--- src/rtl/uart_pkg.sv ---
// Definitions shared by the UART transmitter and its future receiver twin:
// bit timing defaults, frame shape, state encoding and the parity helper.
package uart_pkg;

    localparam int UART_CLKS_PER_BIT = 16;
    localparam int UART_DATA_BITS    = 8;
    localparam int UART_FRAME_BITS   = 11;

    typedef enum logic [2:0] {
        ST_IDLE   = 3'd0,
        ST_START  = 3'd1,
        ST_DATA   = 3'd2,
        ST_PARITY = 3'd3,
        ST_STOP   = 3'd4
    } uart_state_e;

    // A seed of 0 yields even parity and a seed of 1 yields odd parity.
    function automatic logic parity_bit(input logic [7:0] data, input logic seed);
        return seed ^ (^data);
    endfunction

endpackage

--- src/rtl/uart_baud_tick.sv ---
// Per-bit clock counter: counts 0..CLKS_PER_BIT-1 and flags the last clock of
// each bit; a synchronous restart parks it at zero so a new bit starts aligned.
module uart_baud_tick
    import uart_pkg::*;
#(
    parameter int CLKS_PER_BIT = UART_CLKS_PER_BIT,
    localparam int TW = (CLKS_PER_BIT > 1) ? $clog2(CLKS_PER_BIT) : 1
) (
    input  logic          clk,
    input  logic          rst,
    input  logic          i_restart,
    output logic [TW-1:0] o_tick,
    output logic          o_bit_end
);

    localparam logic [TW-1:0] LAST = TW'(CLKS_PER_BIT - 1);

    logic [TW-1:0] r_tick;

    // Bit-period counter, wrapping on the last clock of each bit.
    always_ff @(posedge clk or posedge rst) begin
        if (rst) begin
            r_tick <= '0;
        end else if (i_restart) begin
            r_tick <= '0;
        end else if (r_tick == LAST) begin
            r_tick <= '0;
        end else begin
            r_tick <= r_tick + TW'(1);
        end
    end

    assign o_tick    = r_tick;
    assign o_bit_end = !i_restart && (r_tick == LAST);

endmodule

--- src/rtl/uart_tx.sv ---
// UART transmitter: start, 8 data bits LSB first, parity, stop. A one-byte
// holding register lets the next frame follow the stop bit with no idle gap.
module uart_tx
    import uart_pkg::*;
#(
    parameter int   CLKS_PER_BIT = UART_CLKS_PER_BIT,
    parameter logic PARITY_MODE  = 1'b0
) (
    input  logic       clk,
    input  logic       rst,
    input  logic [7:0] tx_data,
    input  logic       tx_valid,
    output logic       tx_ready,
    output logic       tx,
    output logic       busy,
    output logic       tx_done
);

    localparam int TW = (CLKS_PER_BIT > 1) ? $clog2(CLKS_PER_BIT) : 1;
    localparam logic [TW-1:0] PENULT = TW'(CLKS_PER_BIT - 2);

    uart_state_e   r_state, w_state_nxt;
    logic [7:0]    r_hold;
    logic          r_hold_full, w_hold_full_nxt;
    logic [7:0]    r_shift, w_shift_nxt;
    logic          r_parity, w_parity_nxt;
    logic [2:0]    r_bit_idx, w_bit_idx_nxt;
    logic          r_tx, w_tx_nxt;
    logic          r_tx_ready;
    logic          r_busy;
    logic          r_done, w_done_nxt;
    logic          w_accept, w_load, w_restart, w_bit_end;
    logic [TW-1:0] w_tick;

    assign w_accept  = tx_valid & r_tx_ready;
    assign w_restart = (r_state == ST_IDLE);

    uart_baud_tick #(.CLKS_PER_BIT(CLKS_PER_BIT)) u_baud (
        .clk       (clk),
        .rst       (rst),
        .i_restart (w_restart),
        .o_tick    (w_tick),
        .o_bit_end (w_bit_end)
    );

    // Next-state, next-line-level and holding-register bookkeeping.
    always_comb begin
        w_state_nxt     = r_state;
        w_shift_nxt     = r_shift;
        w_parity_nxt    = r_parity;
        w_bit_idx_nxt   = r_bit_idx;
        w_tx_nxt        = r_tx;
        w_done_nxt      = 1'b0;
        w_load          = 1'b0;
        w_hold_full_nxt = r_hold_full;
        case (r_state)
            ST_IDLE: begin
                w_tx_nxt = 1'b1;
                w_load   = r_hold_full;
            end
            ST_START: begin
                if (w_bit_end) begin
                    w_state_nxt   = ST_DATA;
                    w_bit_idx_nxt = 3'd0;
                    w_tx_nxt      = r_shift[0];
                end else begin
                    w_state_nxt = ST_START;
                end
            end
            ST_DATA: begin
                if (w_bit_end) begin
                    w_shift_nxt = {1'b0, r_shift[7:1]};
                    if (r_bit_idx == 3'd7) begin
                        w_state_nxt = ST_PARITY;
                        w_tx_nxt    = r_parity;
                    end else begin
                        w_bit_idx_nxt = r_bit_idx + 3'd1;
                        w_tx_nxt      = r_shift[1];
                    end
                end else begin
                    w_state_nxt = ST_DATA;
                end
            end
            ST_PARITY: begin
                if (w_bit_end) begin
                    w_state_nxt = ST_STOP;
                    w_tx_nxt    = 1'b1;
                end else begin
                    w_state_nxt = ST_PARITY;
                end
            end
            ST_STOP: begin
                // Registered pulse lands on the final clock of the stop bit.
                w_done_nxt = (w_tick == PENULT);
                if (w_bit_end) begin
                    if (r_hold_full) begin
                        w_load = 1'b1;
                    end else begin
                        w_state_nxt = ST_IDLE;
                        w_tx_nxt    = 1'b1;
                    end
                end else begin
                    w_state_nxt = ST_STOP;
                end
            end
            default: begin
                w_state_nxt = ST_IDLE;
                w_tx_nxt    = 1'b1;
            end
        endcase
        if (w_load) begin
            w_state_nxt     = ST_START;
            w_shift_nxt     = r_hold;
            w_parity_nxt    = parity_bit(r_hold, PARITY_MODE);
            w_tx_nxt        = 1'b0;
            w_hold_full_nxt = 1'b0;
        end else if (w_accept) begin
            w_hold_full_nxt = 1'b1;
        end else begin
            w_hold_full_nxt = r_hold_full;
        end
    end

    // State and output registers; reset aborts any frame and drops the held byte.
    always_ff @(posedge clk or posedge rst) begin
        if (rst) begin
            r_state     <= ST_IDLE;
            r_hold      <= 8'h00;
            r_hold_full <= 1'b0;
            r_shift     <= 8'h00;
            r_parity    <= 1'b0;
            r_bit_idx   <= 3'd0;
            r_tx        <= 1'b1;
            r_tx_ready  <= 1'b1;
            r_busy      <= 1'b0;
            r_done      <= 1'b0;
        end else begin
            r_state     <= w_state_nxt;
            r_hold_full <= w_hold_full_nxt;
            r_shift     <= w_shift_nxt;
            r_parity    <= w_parity_nxt;
            r_bit_idx   <= w_bit_idx_nxt;
            r_tx        <= w_tx_nxt;
            r_tx_ready  <= !w_hold_full_nxt;
            r_busy      <= (w_state_nxt != ST_IDLE);
            r_done      <= w_done_nxt;
            if (w_accept) begin
                r_hold <= tx_data;
            end
        end
    end

    assign tx_ready = r_tx_ready;
    assign tx       = r_tx;
    assign busy     = r_busy;
    assign tx_done  = r_done;

endmodule

--- config.mk ---
export PLATFORM = sky130hd
export DESIGN_NAME = uart_tx
export DESIGN_NICKNAME = d
export VERILOG_FILES = /design/src/rtl/uart_pkg.sv /design/src/rtl/uart_baud_tick.sv /design/src/rtl/uart_tx.sv
export SDC_FILE = /design/constraint.sdc
export NUM_CORES = 1
export LEC_CHECK = 0
export CAP_MARGIN = 5
export CORE_MARGIN = 5
export CORE_UTILIZATION = 41
export CTS_BUF_LIST = sky130_fd_sc_hd__clkbuf_16
export CTS_CLUSTER_DIAMETER = 50
export DETAILED_ROUTE_END_ITERATION = 6
export GPL_TIMING_DRIVEN = 0
export SLEW_MARGIN = 40
export SYNTH_ARGS = -nofsm -noshare
export SYNTH_HDL_FRONTEND = slang
export SYNTH_SLANG_ARGS = --single-unit
--- constraint.sdc ---
create_clock -name clk -period 2.27 [get_ports clk]
set_input_delay 0.5675 -clock clk [delete_from_list [all_inputs] [get_ports clk]]
set_output_delay 0.5675 -clock clk [all_outputs]
set_load 0.01 [all_outputs]
==> impl_metrics.py, run 1 <==
metrics = {
    "logic_synthesis": {
        "yosysUniqueCellTypes": 33,
        "synthAdderAreaFrac_pct": 3.145,
        "synth_mux_area_share_pct": 11.32,
        "synth_top_family_by_area": "compound AO/OA/AOI/OAI gates",
        "yosys_warnings": 0,
        "syn_inst": 140,
        "syn_area_um2": 1592,
        "synth-xor-area-share_pct": 4.403,
        "yosysSeqAreaShare_pct": 50.47,
        "syn_nets": 155,
        "yosys.area_share.simple_pct": 11.95,
        "syn_area_per_cell_um2": 11.37,
        "synth_compound_area_share_pct": 13.99,
        "ys_ff_latch": 32,
    },
    "run": {
        "drv_cap": 0,
    },
    "power": {
        "power.leakage_uw": 0.0007821,
        "power.density_nw_per_um2": 884.4,
        "ir_drop_mv": 0.5440,
    },
    "routing": {
        "avgRoutedWirePerCell_um": 13.14,
        "drc": 0,
        "num_vias": 1092,
        "wl_mm": 2.747,
        "drt-vias-per-instance": 5.225,
        "drtIter0Drc": 50,
        "dr.pass1.iters": 4,
        "ant_nets": 0,
    },
    "clock_tree": {
        "h-tree-depth": 2,
        "cts_tree": "built",
        "cts_buffers": 5,
        "cts_setup_buffers": 0,
        "ctsHoldBuffers": 0,
        "clock_latency_ps": 270,
        "cts_sinks": 32,
        "cts.clk_slew.worst_paths_ps": 50,
        "clock-root-buffer": "clkbuf_16",
        "cts_resized": 0,
        "clk_path_buf_depth": 2,
    },
    "timing": {
        "period_needed_ps": 1899,
        "finalHoldViolations": 0,
        "setup_viol": 0,
        "tns_ps": 0,
        "clock.fmax_mhz": 526.5,
        "maxSlewViolCount": 0,
        "max-slew-margin-rel_pct": 56.93,
        "min_period_over_period_pct": 83.67,
        "grt_setup_unrepaired": "no",
        "clock_skew_ps": 7.571,
        "worst_pin_slew_ps": 641.2,
    },
    "placed_design": {
        "dp_hpwl_mm": 1.980,
        "place_inst": 202,
        "gp_congestion": 0.8244,
        "io_buffers": 14,
    },
    "floorplanning": {
        "fp.dieH_um": 72.31,
        "die_w_um": 72.31,
        "initial_core_util_pct": 42.83,
        "core_um2": 3716,
        "dieArea_um2": 5228,
        "row_count": 22,
        "ios": 15,
    },
    "setup_path": {
        "crit_path_cell_trace": "clkdlybuf4s50_1",
        "r2r_start": "u_baud.o_tick[0]",
        "worstPathArrival_ps": 1330,
        "crit_type": "flop to output port",
        "worst_setup_path_end_kind": "output port",
        "crit_cells": 1,
        "start_kind": "flop",
        "cpMaxStageDelayCell": "dfstp_2",
        "ff2ff_path_depth": 5,
        "critical_path_buf_inv_count": 1,
        "reg2reg_to": "r_shift[2]",
        "path_delay_family": "flip-flops",
        "r2r_setup_slack_ps": 390,
        "required_ps": 1700,
        "cpPeakStageDelay_ps": 530,
        "worstPathMaxFanout": 2,
    },
    "grt": {
        "grt_overflow_total": 0,
        "grt.total_usage_pct": 12.11,
        "grt_pass1_wl_mm": 4.981,
        "antenna_found_initial": 0,
        "first_global_vias": 1129,
        "grt_max_degree": 33,
    },
    "finish": {
        "nets": 176,
        "drive_gt1_share_pct": 20.50,
        "diodes": 0,
        "layout_commonest_cell": "dfrtp_1",
        "layout_common_cells": "dfrtp_1, clkdlybuf4s50_1, nor2_1, mux2i_1, o21ai_0",
        "syn2layout_area_growth_pct": 20.99,
        "fin_cells": 209,
    },
    "hold_path": {
        "hp-class": "flop to flop",
        "whs_endpoint": "r_parity",
        "hold_start": "r_parity",
        "worstHoldPathCells": 2,
    },
    "status": {
        "status": "completed",
    },
}
-- through the flow --
stage	hold slack [ps]	worst slack, ps	utilization, %	area [µm²]	total power [µW]
floorplan	449.6	616.9	-	1592	1024
global placement	474.6	286.5	48.22	1792	1096
detailed placement	478.6	387.1	48.22	1792	1110
CTS	490.1	359.8	51.82	1926	1724
global route	509.8	227.5	51.82	1926	1792
finish	486.3	370.6	51.82	1926	1703
-- flip-flops by register name, indices dropped and copies added (netlist names) --
name / count
tx_done: 1
r_bit_idx: 3
tx: 1
u_baud.o_tick: 4
r_hold_full: 1
r_parity: 1
r_state: 3
r_shift: 8
tx_ready: 1
r_hold: 8
busy: 1
-- cells in the mapped netlist, drive strengths merged --
cell type	n	share of area [%]
dfstp	2	3.3
nor3	2	0.63
inv	7	2.1
nand3b	1	0.47
and3	1	0.47
a21oi	12	5.4
nor2	13	3.1
mux2	8	5.7
clkbuf	1	0.24
or3	1	0.39
o2bb2ai	3	1.7
o22ai	1	0.39
dfrtp	30	47
xnor2	8	4.4
o21ai	9	2.8
buf	4	2.4
mux2i	9	5.7
nand4b	1	0.55
ha	4	3.1
nor4	2	1.7
o311ai	1	0.55
a32oi	1	0.55
o211ai	1	0.79
a31oi	1	0.39
nand3	7	3.0
o21a	1	0.47
nand2	7	1.7
a22oi	2	0.94
-- routing by layer --
layer,vias up,GRT usage [%],share of wire (%)
met5,-,0,0
met4,0,5.010,1.7
met3,6,3.878,5.1
met2,30,18.00,46
met1,512,16.26,47
li1,544,-,-
-- power by group --
part           switching [µW]  total (µW)  leakage (µW)  internal [µW]
clock                     216         608     0.0000709            392
sequential               72.7         730      0.000402            658
combinational             142         364      0.000309            223
total                     430        1700      0.000782           1270
-- worst max-delay path by stage --
| stage | startpoint | end | slack [ps] |
|---|---|---|---|
| global route | u_baud.o_tick[0] | r_shift[6] | 230 |
| finish | tx | tx | 370 |
| floorplan | u_baud.o_tick[0] | r_shift[0] | 620 |
| global placement | rst | r_shift[6] | 290 |
| detailed placement | u_baud.o_tick[0] | r_shift[6] | 390 |
| CTS | tx | tx | 360 |
-- layout make-up --
cell class | instances | area (µm²)
sequential | 32 | 803.3
fill | 341 | 1790
inverter | 7 | 33.78
clock inverter | 2 | 8.758
tap | 48 | 60.06
timing repair buffer | 14 | 140.1
multi-input combinational | 96 | 713.2
buffer | 5 | 41.29
clock buffer | 5 | 125.1
-- cells by family (layout without fill, tap and decap cells) --
kind of cell    count (synthesis)  in the layout
fa+ha+maj                       4              4
buf+inv                        12             33
mux                            17             17
compound gates                 32             32
simple gates                   35             35
xor+xnor                        8              8
flops                          32             32
Note: power is estimated with default switching activity, not from simulation.
==> run 2: changes to the inputs <==
==> constraint.sdc (replaced) <==
create_clock -name clk -period 1.9 [get_ports clk]
set_input_delay 0.475 -clock clk [delete_from_list [all_inputs] [get_ports clk]]
set_output_delay 0.475 -clock clk [all_outputs]
set_load 0.01 [all_outputs]
==> run 2 against run 1 <==
  * First-iteration DRC count is 2.0% lower
  * Non-clock buffer count rose by 1
  * Die area unchanged
  * Setup slack got worse by 280 ps
  * Routed wire length is 1.6% higher
  * Core utilization rose by 0.61 points
  * Combinational power rose by 20%
  * Hold slack is essentially flat
  * Register-to-register slack worse by 290 ps
  * Critical path type unchanged
  * Critical endpoint unchanged
==> impl_metrics.py, run 2 (synthesis results as in run 1) <==
metrics = {
    "status": {
        "status": "completed",
    },
    "placed_design": {
        "dp_hpwl_mm": 1.980,
        "dp_slack_ps": 17.06,
        "place_inst": 202,
        "gp_congestion": 0.8244,
        "io_buffers": 14,
    },
    "finish": {
        "fin_cells": 210,
        "drive_gt1_share_pct": 21.60,
        "n_fill_cell": 339,
        "layout_common_cells": "dfrtp_1, clkdlybuf4s50_1, nor2_1, mux2i_1, o21ai_0",
        "layout_commonest_cell": "dfrtp_1",
        "diodes": 0,
        "nets": 177,
        "syn2layout_area_growth_pct": 22.41,
    },
    "floorplanning": {
        "ios": 15,
        "core_um2": 3716,
        "row_count": 22,
        "dieArea_um2": 5228,
        "die_w_um": 72.31,
        "initial_core_util_pct": 42.83,
        "fp.dieH_um": 72.31,
    },
    "routing": {
        "drc": 0,
        "ant_nets": 0,
        "avgRoutedWirePerCell_um": 13.29,
        "dr.pass1.iters": 4,
        "drtIter0Drc": 49,
        "drt-vias-per-instance": 5.238,
        "num_vias": 1100,
        "wl_mm": 2.791,
    },
    "timing": {
        "min_period_over_period_pct": 95.10,
        "finalHoldViolations": 0,
        "setup_viol": 0,
        "clock.fmax_mhz": 553.4,
        "maxSlewViolCount": 0,
        "period_needed_ps": 1807,
        "setup_ws_ps": 93.14,
        "max-slew-margin-rel_pct": 56.81,
        "worst_pin_slew_ps": 646.9,
        "clock_skew_ps": 7.962,
    },
    "setup_path": {
        "cp-startpoint": "tx",
        "worstPathArrival_ps": 1330,
        "r2r_start": "u_baud.o_tick[0]",
        "start_kind": "flop",
        "worstPathMaxFanout": 2,
        "crit_type": "flop to output port",
        "worst_setup_path_end_kind": "output port",
        "critical_path_buf_inv_count": 1,
        "crit_path_cell_trace": "clkdlybuf4s50_1",
        "cpMaxStageDelayCell": "dfstp_2",
        "path_delay_family": "flip-flops",
        "cpPeakStageDelay_ps": 530,
        "required_ps": 1420,
    },
    "power": {
        "ir_drop_mv": 0.6495,
        "power.density_nw_per_um2": 1045,
        "power.leakage_uw": 0.0007853,
    },
    "hold_path": {
        "hold_start": "r_parity",
        "hp-class": "flop to flop",
    },
    "grt": {
        "first_global_vias": 1139,
        "antenna_found_initial": 0,
        "grt_overflow_total": 0,
        "grt_max_degree": 33,
        "grt.total_usage_pct": 12.17,
        "grt_pass1_wl_mm": 5.009,
    },
    "clock_tree": {
        "cts_sinks": 32,
        "cts_buffers": 5,
        "clock_latency_ps": 270,
        "clk_path_buf_depth": 2,
        "cts_tree": "built",
        "h-tree-depth": 2,
        "clock-root-buffer": "clkbuf_16",
        "cts.clk_slew.worst_paths_ps": 50,
    },
    "run": {
        "drv_cap": 0,
    },
}
[run 2: cell types whose count changed in the layout (fill, tap and decap cells not counted)]
cell / delta
buf_12: +1
ha_1: -1
ha_2: +1
[run 2: worst paths after layout]
check | to | slack, ps | cells past startpoint
worst max-delay path | tx | 90 | 1
worst min-delay path | r_parity | 490 | 2
worst max register to register | r_shift[0] | 100 | 6
worst min register to register | r_parity | 490 | 2
max in group asynchronous | r_shift[2] | 860 | 2
min in group asynchronous | r_shift[1] | 620 | 2
[run 2: cell type report]
class                           count  area, µm²  share of cell area, %
Timing Repair Buffer               15      160.2                  8.221
Buffer                              5      41.29                  2.119
Multi-Input combinational cell     96      715.7                  36.74
Sequential cell                    32      803.3                  41.23
Inverter                            7      33.78                  1.734
Clock buffer                        5      125.1                  6.423
Tap cell                           48      60.06                  3.083
Clock inverter                      2      8.758                 0.4496
[run 2: routing by layer]
| layer | global-route usage (%) | part of all wire (%) | wire length [µm] | vias up |
|---|---|---|---|---|
| met5 | 0 | 0 | 0 | - |
| met4 | 5.010 | 1.3 | 35 | 0 |
| met1 | 16.26 | 47 | 1324 | 525 |
| li1 | - | - | - | 545 |
| met3 | 3.878 | 3.9 | 110 | 4 |
| met2 | 18.20 | 47 | 1320 | 26 |
[run 2: per-stage QoR]
step / utilization, % / hold slack (ps) / instance area (µm²) / total power, µW / TNS (ps)
finish: 52.42 / 486.7 / 1948 / 2035 / 0
global route: 52.42 / 509.8 / 1948 / 2140 / -36.85
CTS: 52.36 / 490.1 / 1946 / 2060 / 0
detailed placement: 48.22 / 478.6 / 1792 / 1326 / 0
global placement: 48.22 / 474.6 / 1792 / 1310 / 0
floorplan: - / 449.6 / 1592 / 1224 / 0
[run 2: what timing repair did]
action / in CTS / in global routing
gates cloned: 0 / 0
pin swaps: 1 / 0
endpoints found under the setup margin: 2 / 7
gates resized for setup: 0 / 1
setup buffers: 1 / 0
hold buffers: 0 / 0
[run 2: power breakdown]
group          internal, µW  total (µW)  switching [µW]
Clock                   469         727             259
Combinational           266         435             169
Sequential              786         873            87.1
Total                  1520        2040             515
==> run 3: changes to the inputs <==
--- a/config.mk
+++ b/config.mk
@@ -10,6 +10,7 @@
 export CORE_UTILIZATION = 41
 export CTS_BUF_LIST = sky130_fd_sc_hd__clkbuf_16
 export CTS_CLUSTER_DIAMETER = 50
+export CTS_CLUSTER_SIZE = 20
 export DETAILED_ROUTE_END_ITERATION = 6
 export GPL_TIMING_DRIVEN = 0
 export SLEW_MARGIN = 40
==> results of run 3 <==
No change in the layout: final DEF, timing and power equal those of run 2.
==> patch, RTL diff (settings of run 2) <==
`PARITY_MODE`: 1'b0 -> 1'b1.
--- a/src/rtl/uart_tx.sv
+++ b/src/rtl/uart_tx.sv
@@ -5,5 +5,5 @@
 #(
     parameter int   CLKS_PER_BIT = UART_CLKS_PER_BIT,
-    parameter logic PARITY_MODE  = 1'b0
+    parameter logic PARITY_MODE  = 1'b1
 ) (
     input  logic       clk,
Behaviour: no difference found for any inputs over 10 cycles, from zero or initial values and one cycle with rst high; that may be too few to reach the edited logic, so the function may still have changed.
==> patch against run 2 <==
- setup slack worse by 22 ps
- die area down 1.6%
- routed wire length up 3.0%
- design area up 4.6%
- sequential cell count unchanged
- count of clock-buffer cells in the layout unchanged
- synthesized area down 1.9%
- register-to-register slack worse by 30 ps
- critical endpoint is now r_shift[6]
Power is not compared: it rests on default switching activity, and its combinational part moved more than twofold at a synthesized area within 25%.
==> patch: results (changes against run 2) <==
- Setup crit end: r_shift[6] (was tx)
- Mapped Cells: 129 (was 140)
- First-pass GRT wire length: 4950 um (was 5010 um)
- Final #Nets: 174 (was 177)
- Fin Clk Skew: 6.77 ps (was 7.96 ps)
- # H-tree levels: 2 (unchanged)
- Crit path arrival time: 1980 ps (was 1330 ps)
- Post-CTS Setup Inserts: 8 (was 1)
- Top cells by area, synth: dfrtp_1 (48%), mux2_1 (10%), mux2_2 (6.5%) (was dfrtp_1 (47%), mux2i_1 (5.7%), mux2_2 (5.7%))
- Vias in the first global route: 1092 (was 1139)
- Layout cell share with drive strength beyond 1: 31.3% (was 21.6%)
- Fmax: 0.547 GHz (was 0.553 GHz)
- DR iter-0 viols: 77 (was 49)
- Cells after DPL: 191 (was 202)
- Detailed placement HPWL: 1900 um (was 1980 um)
- Grt met3 use: 3.93% (was 3.88%)
- Grt met2 use: 20.7% (was 18.2%)
- Largest fanout on the critical path: 8 (was 2)
- Hold wc startpoint: r_shift[3] (was r_parity)
- # fillers: 334 (was 339)
- Worst hold path cell count: 1 (was 2)
- DP Worst Slack: -160 ps (was 17.1 ps)
- Max_slew headroom: 56.3% (was 56.8%)
- Post-synthesis net count: 144 (was 155)
- Via/cell ratio: 5.18 (was 5.24)
- Netlist cell types: 35 (was 33)
- First element of the critical path: u_baud.o_tick[0] (was tx)
- Register area share after synthesis: 51.4% (was 50.5%)
- FF-to-FF End: r_shift[6] (was r_shift[0])
- Hold Path Sink: r_shift[3] (was r_parity)
- Gpl congestion: 0.895 (was 0.824)
- Outcome: completed (unchanged)
- Top post-synthesis cells by count: dfrtp_1 (30), mux2_1 (14), nor2_1 (12) (was dfrtp_1 (30), nor2_1 (13), mux2i_1 (9), o21ai_0 (9))
- Post_cts resized: 12 (was 0)
## patch: changes by cell type after synthesis, sizes merged, moves of 3 or more
cell,change
o21ai,-5
nand2,-3
mux2i,-8
nand3,-5
a21oi,-10
mux2,+15
## patch: cells by family (layout without fill, tap and decap cells)
logic type	after synthesis	in the layout	share of synthesized area, %
flops	32	32	51.4
simple gates	26	26	7.93
mux	24	24	17.2
compound gates	21	21	10.3
buf+inv	12	43	4.33
xor+xnor	10	10	5.61
fa+ha+maj	4	4	3.21
## patch: routing by layer
| metal | vias up | share of wire (%) |
|---|---|---|
| li1 | 512 | - |
| met1 | 540 | 43 |
| met2 | 20 | 50 |
| met3 | 5 | 4.2 |
| met4 | 0 | 2.4 |
| met5 | - | 0 |
## patch: stage by stage
step	instance area, um2	hold WS, ps	power (W)	setup TNS [ps]
finish	2040	512	0.00331	0
global route	2040	531	0.00354	0
CTS	2000	494	0.00327	0
detailed placement	1770	479	0.00231	-972
global placement	1770	462	0.00227	-923
floorplan	1570	450	0.00205	0
## patch: layout make-up
| class | count | area share (%) |
|---|---|---|
| Buffer | 3 | 1.11 |
| Clock buffer | 5 | 6.14 |
| Clock inverter | 3 | 0.614 |
| Inverter | 7 | 1.29 |
| Multi-Input combinational cell | 85 | 37.5 |
| Sequential cell | 32 | 39.5 |
| Tap cell | 48 | 2.95 |
| Timing Repair Buffer | 25 | 10.9 |
## patch: worst max-delay path, stage by stage, from the launching register on
cell and delay (ps):
dfrtp_1 390, ha_4 170, nand3_4 130, a211oi_4 260, buf_6 190, mux2_4 300, mux2_4 260
## patch: power breakdown
| group | total, W | internal, W | switching (W) |
|---|---|---|---|
| clock network | 0.000738 | 0.000471 | 0.000266 |
| logic | 0.00133 | 0.000815 | 0.000520 |
| registers | 0.00124 | 0.000980 | 0.000255 |
